===== src/rtl/disp_pkg.sv =====
// Shared types and default parameter values for the multiplexed display scanner.
//   scan_state_t : two-state scan FSM (GUARD = all digits dark, ON = current digit lit)
//   digit_t      : one register-file entry, 4-bit decoder code plus blank flag
package disp_pkg;

  localparam int unsigned NDIG_DFLT      = 4;
  localparam int unsigned SLOT_CYC_DFLT  = 50000;
  localparam int unsigned GUARD_CYC_DFLT = 500;
  localparam int unsigned BLINK_CYC_DFLT = 12500000;

  typedef enum logic {
    GUARD,
    ON
  } scan_state_t;

  typedef struct packed {
    logic [3:0] value;
    logic       blank;
  } digit_t;

endpackage


===== src/rtl/tick_gen.sv =====
// Free-running divider: emits a one-cycle tick every N clock cycles.
//   clk   : clock
//   reset : synchronous active-high reset, restarts the count at zero
//   tick  : high on the last cycle of every N-cycle period
module tick_gen #(
  parameter int unsigned N = 4
) (
  input  logic clk,
  input  logic reset,
  output logic tick
);

  localparam int unsigned CW = (N > 1) ? $clog2(N) : 1;

  logic [CW-1:0] cnt_q;

  assign tick = (cnt_q == CW'(N - 1));

  always_ff @(posedge clk) begin
    if (reset) begin
      cnt_q <= '0;
    end else if (tick) begin
      cnt_q <= '0;
    end else begin
      cnt_q <= cnt_q + 1'b1;
    end
  end

endmodule


===== src/rtl/disp_scan_ctrl.sv =====
// Time-multiplexed 7-segment scan controller with per-digit blank and blink.
//   clk, reset : single clock, synchronous active-high reset
//   wr_en      : one-cycle write strobe into the digit register file
//   wr_addr    : digit index to write (indices >= NDIG are dropped)
//   wr_val     : decoder value code for that digit
//   wr_blank   : 1 blanks the written digit
//   blink_mask : per-digit blink enable, sampled every cycle
//   num        : registered value code for the segment decoder, held per slot
//   digit_sel  : registered one-hot digit enable, all zero while dark
//   slot_done  : one-cycle pulse on the final cycle of each slot
// Each slot is GUARD_CYC dark cycles followed by SLOT_CYC-GUARD_CYC lit cycles.
// GUARD_CYC must be at least 1 and less than SLOT_CYC.
module disp_scan_ctrl
  import disp_pkg::*;
#(
  parameter int unsigned NDIG      = NDIG_DFLT,
  parameter int unsigned SLOT_CYC  = SLOT_CYC_DFLT,
  parameter int unsigned GUARD_CYC = GUARD_CYC_DFLT,
  parameter int unsigned BLINK_CYC = BLINK_CYC_DFLT,
  localparam int unsigned AW       = (NDIG > 1) ? $clog2(NDIG) : 1
) (
  input  logic            clk,
  input  logic            reset,
  input  logic            wr_en,
  input  logic [AW-1:0]   wr_addr,
  input  logic [3:0]      wr_val,
  input  logic            wr_blank,
  input  logic [NDIG-1:0] blink_mask,
  output logic [3:0]      num,
  output logic [NDIG-1:0] digit_sel,
  output logic            slot_done
);

  localparam int unsigned CW = (SLOT_CYC > 1) ? $clog2(SLOT_CYC) : 1;
  localparam logic [CW-1:0] GUARD_LAST = CW'(GUARD_CYC - 1);
  localparam logic [CW-1:0] ON_LAST    = CW'(SLOT_CYC - GUARD_CYC - 1);

  scan_state_t   state_q, state_d;
  logic [CW-1:0] cnt_q, cnt_d;
  logic [AW-1:0] idx_q, idx_d;
  logic          slot_end;

  digit_t        entries_q [NDIG];
  logic          wr_ok;

  logic          blink_tick;
  logic          phase_q, phase_d;

  digit_t        lat_q, lat_d;
  logic [NDIG-1:0] digit_sel_q, digit_sel_d;
  logic          slot_done_q, slot_done_d;
  logic          lit;

  assign wr_ok = (32'(wr_addr) < NDIG);

  // Register file
  always_ff @(posedge clk) begin
    if (reset) begin
      for (int i = 0; i < NDIG; i++) begin
        entries_q[i] <= '{value: 4'h0, blank: 1'b1};
      end
    end else if (wr_en && wr_ok) begin
      entries_q[wr_addr] <= '{value: wr_val, blank: wr_blank};
    end
  end

  // Blink phase, free-running and unrelated to the scan
  tick_gen #(
    .N (BLINK_CYC)
  ) u_blink (
    .clk   (clk),
    .reset (reset),
    .tick  (blink_tick)
  );

  assign phase_d = blink_tick ? ~phase_q : phase_q;

  always_ff @(posedge clk) begin
    if (reset) begin
      phase_q <= 1'b1;
    end else begin
      phase_q <= phase_d;
    end
  end

  // Scan FSM: state register
  always_ff @(posedge clk) begin
    if (reset) begin
      state_q <= GUARD;
      cnt_q   <= '0;
      idx_q   <= '0;
    end else begin
      state_q <= state_d;
      cnt_q   <= cnt_d;
      idx_q   <= idx_d;
    end
  end

  // Scan FSM: next state
  always_comb begin
    state_d  = state_q;
    cnt_d    = cnt_q + 1'b1;
    idx_d    = idx_q;
    slot_end = 1'b0;
    unique case (state_q)
      GUARD: begin
        if (cnt_q == GUARD_LAST) begin
          state_d = ON;
          cnt_d   = '0;
        end
      end
      ON: begin
        if (cnt_q == ON_LAST) begin
          state_d  = GUARD;
          cnt_d    = '0;
          slot_end = 1'b1;
          idx_d    = (idx_q == AW'(NDIG - 1)) ? '0 : idx_q + 1'b1;
        end
      end
      default: begin
        state_d = GUARD;
        cnt_d   = '0;
      end
    endcase
  end

  // Scan FSM: outputs, computed from next state so the registered outputs line up with state_q
  always_comb begin
    lat_d = lat_q;
    if (slot_end) begin
      // Write-first: a write landing on the boundary edge is what the new slot shows
      if (wr_en && wr_ok && (wr_addr == idx_d)) begin
        lat_d = '{value: wr_val, blank: wr_blank};
      end else begin
        lat_d = entries_q[idx_d];
      end
    end
    lit = (state_d == ON) && !lat_d.blank && !(blink_mask[idx_d] && !phase_d);
    digit_sel_d        = '0;
    digit_sel_d[idx_d] = lit;
    slot_done_d = (state_d == ON) && (cnt_d == ON_LAST);
  end

  always_ff @(posedge clk) begin
    if (reset) begin
      lat_q       <= '{value: 4'h0, blank: 1'b1};
      digit_sel_q <= '0;
      slot_done_q <= 1'b0;
    end else begin
      lat_q       <= lat_d;
      digit_sel_q <= digit_sel_d;
      slot_done_q <= slot_done_d;
    end
  end

  assign num       = lat_q.value;
  assign digit_sel = digit_sel_q;
  assign slot_done = slot_done_q;

endmodule


===== config.mk =====
export PLATFORM = sky130hd
export DESIGN_NAME = disp_scan_ctrl
export DESIGN_NICKNAME = d
export VERILOG_FILES = /design/src/rtl/disp_pkg.sv /design/src/rtl/tick_gen.sv /design/src/rtl/disp_scan_ctrl.sv
export SDC_FILE = /design/constraint.sdc
export NUM_CORES = 1
export LEC_CHECK = 0
export BUFFER_PORTS_ARGS = -buffer_cell sky130_fd_sc_hd__buf_2
export CORE_ASPECT_RATIO = 0.8
export CORE_MARGIN = 2
export CORE_UTILIZATION = 41
export CTS_BUF_LIST = sky130_fd_sc_hd__clkbuf_16
export DETAILED_ROUTE_END_ITERATION = 7
export PLACE_DENSITY = 0.63
export SLEW_MARGIN = 15
export SYNTH_ARGS = -nofsm -noshare
export SYNTH_HDL_FRONTEND = slang
export SYNTH_SLANG_ARGS = --single-unit

===== constraint.sdc =====
create_clock -name clk -period 3.8 [get_ports clk]
set_input_delay 0.76 -clock clk [delete_from_list [all_inputs] [get_ports clk]]
set_output_delay 0.76 -clock clk [all_outputs]
set_load 0.1 [all_outputs]

### Word-level counts from Yosys, hierarchy flattened

Memories as Yosys holds them, arrays and structs flattened.
Cells that the tools add are included.

* add/subtract/negate cells: 3
* order comparisons: 2
* equal/unequal tests: 6
* mux-type cells: 26
* bitwise gates (word level): 3
* reduce and logical (&&, ||, !) cells: 11

Operators with widths (count)
* $eq 16x16->1 const B: 2
* $mux 16: 2
* $pmux 16 s2: 1
* $add 24x1->24 const B: 1
* $eq 24x24->1 const B: 1
* $add 16x1->16 const B: 1
* $eq 16x9->1 const B: 1
* $mux 1: 14
* $mux 5: 2
* $mux 2: 4
* $logic_and 1x1->1: 6
* $reduce_or 5->1: 1
* $and 4x4->4: 1
* $logic_not 1->1: 3
* $lt 2x3->1 const B: 1
* $add 2x1->2 const B: 1
* $bmux 1 s2: 1
* $demux 1 s2: 1
* $eq 2x2->1: 1
* $eq 2x2->1 const B: 1
* $ge 2x1->1 const B: 1
* $not 1->1: 2
* $pmux 1 s2: 1
* $reduce_or 2->1: 1

* register bits: 54
* RAM bits: 20
* output and inout port bits: 9
* word-level logic and storage cells: 61
* memories kept: 1

Memories
* entries_q: depth 4, bits a word 5, rd ports 1, clocked after Yosys merged registers in 0, wr ports 4, RTL line disp_scan_ctrl.sv:43 `digit_t entries_q [NDIG];`

### Longest topological paths before layout

* word-level depth: 12
* mapped depth: 9

### Modules after synthesis

From an unflattened synthesis, not the netlist that was laid out.

* cells, all modules: 370
* area total of the unflattened synthesis: 3686.0 µm²

By module, submodules not included
* disp_scan_ctrl: instances 1, cells an instance 242, area an instance 2523.7 µm², seq. area each 1201.2 µm²
* tick_gen: instances 1, cells an instance 128, area an instance 1162.4 µm², seq. area each 480.5 µm²

### Worst setup path before layout

Ideal clock, no wire load.

* kind: reg-to-reg
* from: register cnt_q[0]
* to: register lat_q[0] (netlist name)
* library setup time: 120 ps
* arrival time: 2311 ps
* data required time: 3680 ps
* slack: 1369 ps
* cell stages (with the launch flop): 9
* buffers on the path: 1
* cell sequence: dfxtp_1 > ha_1 > nor4b_4 > and4_1 > buf_4 > mux2i_2 > mux2_1 > a32o_1 > a211o_1

* cells in the longest elaborated chain, start to end: 7

Ends and longest elaborated chain
* start: declaration: RTL line disp_scan_ctrl.sv:39 `logic [CW-1:0] cnt_q, cnt_d;`
* start signal: assignment: RTL line disp_scan_ctrl.sv:94 `cnt_q <= cnt_d;`
* $eq 16x16->1 (*): RTL line disp_scan_ctrl.sv:113 `if (cnt_q == ON_LAST) begin`
* parallel branches: the longest is 5 deep, another holds $mem_v2 4x5
* $mux 1 (*): RTL line disp_scan_ctrl.sv:130 `if (slot_end) begin`
* end signal: assignment: RTL line disp_scan_ctrl.sv:146 `lat_q <= '{value: 4'h0, blank: 1'b1};`
* end signal: assignment: RTL line disp_scan_ctrl.sv:150 `lat_q <= lat_d;`
* end: declaration: RTL line disp_scan_ctrl.sv:49 `digit_t lat_q, lat_d;`

Mark *: on every way between the ends.
A chain may end at the register's enable or synchronous reset.

### Final worst setup path

* from: register cnt_q[0]
* to: register digit_sel_q[3] (netlist: digit_sel[3])

* cells in the longest elaborated chain, start to end: 11

Ends and longest elaborated chain
* parallel branches: the longest is 10 deep, another holds $mem_v2 4x5
* $and 4x4->4 (no source line) (*)
* end signal: assignment: RTL line disp_scan_ctrl.sv:151 `digit_sel_q <= digit_sel_d;`
* end: declaration: RTL line disp_scan_ctrl.sv:50 `logic [NDIG-1:0] digit_sel_q, digit_sel_d;`

Mark *: on every way between the ends. The select of a mux whose other input is x is not followed.

==> results.yml <==
sta:
  tightest_slew_ps: 718.4
  hold_viol_final: 0
  skew_ps: 5.887
  fmax_mhz: 326.0
  rsz0062_at_grt: "false"
  slew_headroom: 0.5200
  min_period_ps: 3067
  final_max_slew_viol_count: 0
  period_share: 0.8072
  setup_viol: 0
  tns_ps: 0
  setup_slack_ps: 732.8
setup_path:
  cp-end-kind: "flop"
  crit_path_max_incr_delay_ps: 550
  crit_slowest_cell: "and4_1"
  rr_worst_depth: 8
  r2r-end: "digit_sel[3]"
  r2r-start: "cnt_q[0]"
  critical_path.max_fanout: 13
  critical_path_cell_count: 8
  required_ps: 4010
  worstPathArrival_ps: 3270
  cp-start-kind: "flop"
  path_buf_inv: 1
  worstSetupPathType: "reg -> reg"
  rrSetupSlack_ps: 730
  path_cells: "ha_1 -> nor4b_4 -> and4_1 -> mux2i_2 -> buf_4 -> mux2i_4 -> o311ai_2 -> a2111oi_1"
  cp_top_family: "simple AND/OR/NAND/NOR gates"
die:
  core_um2: 8558
  row_count: 30
  dieArea_um2: 9699
  die_h_um: 88.49
  fp.dieW_um: 109.6
  ios: 23
  initial_utilization: 0.4275
job:
  maxCapViolations: 0
detailed_routing:
  dr_wl_met3_um: 370
  postRouteAntennaNets: 0
  highest_layer: "met4"
  drtIter0Drc: 122
  wl_per_cell_um: 14.06
  m1WireLength_mm: 3.730
  drt_wl_total_mm: 7.228
  drt_pass1_iterations: 4
  num_vias: 2636
  vias_per_cell: 5.128
  met2WireLength_mm: 3.027
  drc: 0
synth:
  synth_top_flop_cell: "dfxtp_1"
  ys_seq_elements: 74
  syn-num-nets: 400
  avgSynthCellArea_um2: 9.552
  yosysWarnings: 0
  synth.yosys.seq_area_share: 0.4596
  netlist-cell-type-count: 51
  synth_edf_count: 20
  syn_area_um2: 3659
  netlist_instances: 383
  async_flop_share: 0
global_route:
  grt_pass1_wl_mm: 11.67
  antenna_found_initial: 0
  gr-total-overflow: 0
  grt_pass1_vias: 2370
  grt_util_all_layers: 0.1598
  grt_max_degree: 25
finish:
  final_common_cell: "nor2_1"
  diodes: 0
  final_nets: 414
  drive_gt1_frac: 0.1418
  final_area_um2: 4099
  layout_common_cells: "62 x nor2_1, 54 x dfxtp_1, 23 x nand2_1, 23 x xor2_1, 22 x buf_2"
  layout-area-overhead-vs-synth_pct: 12.04
min_path:
  worstHoldPathCells: 1
  worstHoldPathType: "reg -> reg"
  hold_path.startpoint: "cnt_q[0]"
  hold_path_end: "cnt_q[0]"
placement:
  placed_area_um2: 3810
  pre_cts_ws_ps: 761.7
  port_buffers: 22
  globalplace.congestion: 0.8310
  dpl.hpwl_mm: 5.118
power:
  netSwitchingPower_uw: 382.9
  ir_drop_mv: 0.2977
  clock_power_share: 0.470
  swShare: 0.2224
  intPower_mw: 1.339
  comb_power_share: 0.040
  power.density_nw_per_um2: 420.0
  p_leak_nw: 1.537
  seqPwrFrac: 0.490
clock_tree:
  clockRootBuffer: "clkbuf_16"
  cts_tree: "done"
  clock-sinks: 74
  htreeDepth: 3
  clk_pin_slew_ps: 60
  post_cts_resized: 0
  cts_buffers: 9
  clk_path_buf_depth: 2
  postCtsSetupBuffers: 0
  clock_latency_ps: 330
  cts_hold_buf: 0
status:
  outcome: "finished, final reports clean"
## per-stage QoR
step / total power [mW] / hold slack [ps] / std cells / util
2_1_floorplan: 0.9028 / 426.0 / 383 / -
3_3_place_gp: 0.9280 / 441.2 / 498 / 0.4452
3_5_place_dp: 0.9288 / 461.6 / 498 / 0.4452
4_1_cts: 1.742 / 475.3 / 514 / 0.4789
5_1_grt: 1.788 / 490.7 / 514 / 0.4789
6_report: 1.722 / 472.4 / 514 / 0.4789
## sequential cells by signal, indices dropped and copies added, names as in the netlist, 2 cells and up
name	flops
cnt_q	16
digit_sel	4
entries_q	20
idx_q	2
num	4
u_blink.cnt_q	24
## power by group through the flow
stage	combinational, mW	sequential [mW]	clock (mW)
global placement	0.0677	0.860	0
global route	0.0779	0.845	0.865
floorplan	0.0475	0.855	0
detailed placement	0.0687	0.860	0
CTS	0.0689	0.843	0.830
finish	0.0684	0.843	0.810
## area by class of cell
class	count	area, um^2
well taps	112	140.1
repair buffers	25	132.6
multi-input cells	278	1822
inverters	9	33.78
flip-flops and latches	74	1682
clock buffers	10	250.2
fillers	826	4459
clock inverters	6	38.79
## cells in the mapped netlist, types with 4 or more instances
library cell  count  area [um^2]
or3_1             6        37.54
a21oi_1          10        50.05
nand4_1           8        50.05
inv_1             9        33.78
nand3_1          17        85.08
mux2i_1          10        100.1
nand2b_1          4        25.02
mux2_2            4        45.04
or2_2             5        31.28
a211oi_1          4        30.03
o21ai_0           4        20.02
nor2b_1           4        25.02
nor2_1           62        232.7
buf_4             7        52.55
a2111oi_1         4        40.04
and2_1           19        118.9
nor3_1            7        35.03
nand2_1          23        86.33
edfxtp_1         20        600.6
xnor2_1          15        131.4
clkbuf_1         10        37.54
and3_1            4        25.02
o31ai_1           5        37.54
xor2_1           23        201.4
buf_2             4        20.02
dfxtp_1          54         1081
and4_1            4        35.03
## layer usage
layer / up-vias / global-route usage
met5: - / 0
met4: 0 / 0.05178
met3: 9 / 0.05891
met2: 46 / 0.2222
met1: 1221 / 0.2284
li1: 1360 / -
## how the worst max path moves through the flow
stage	start	end	slack (ps)
after CTS	cnt_q[0]	digit_sel[3]	740
after floorplan	cnt_q[0]	lat_q[0]	1370
after global routing	cnt_q[0]	digit_sel[3]	520
final	cnt_q[0]	digit_sel[3]	730
after detailed placement	cnt_q[0]	digit_sel[3]	760
after global placement	cnt_q[0]	digit_sel[2]	900
## logic make-up (layout without fill, tap and decap cells)
| group | Yosys count | in the layout | share of synthesized area |
|---|---|---|---|
| and+or+nand+nor | 183 | 183 | 0.2661 |
| DFF | 74 | 74 | 0.4596 |
| xor gates and xnor gates | 38 | 38 | 0.09097 |
| AOI/OAI and AO/OA | 36 | 36 | 0.07422 |
| buffers and inverters | 31 | 50 | 0.04241 |
| muxes | 18 | 18 | 0.05643 |
| adders and majority gates | 3 | 3 | 0.01026 |
Power figures use the tool's default switching activity.
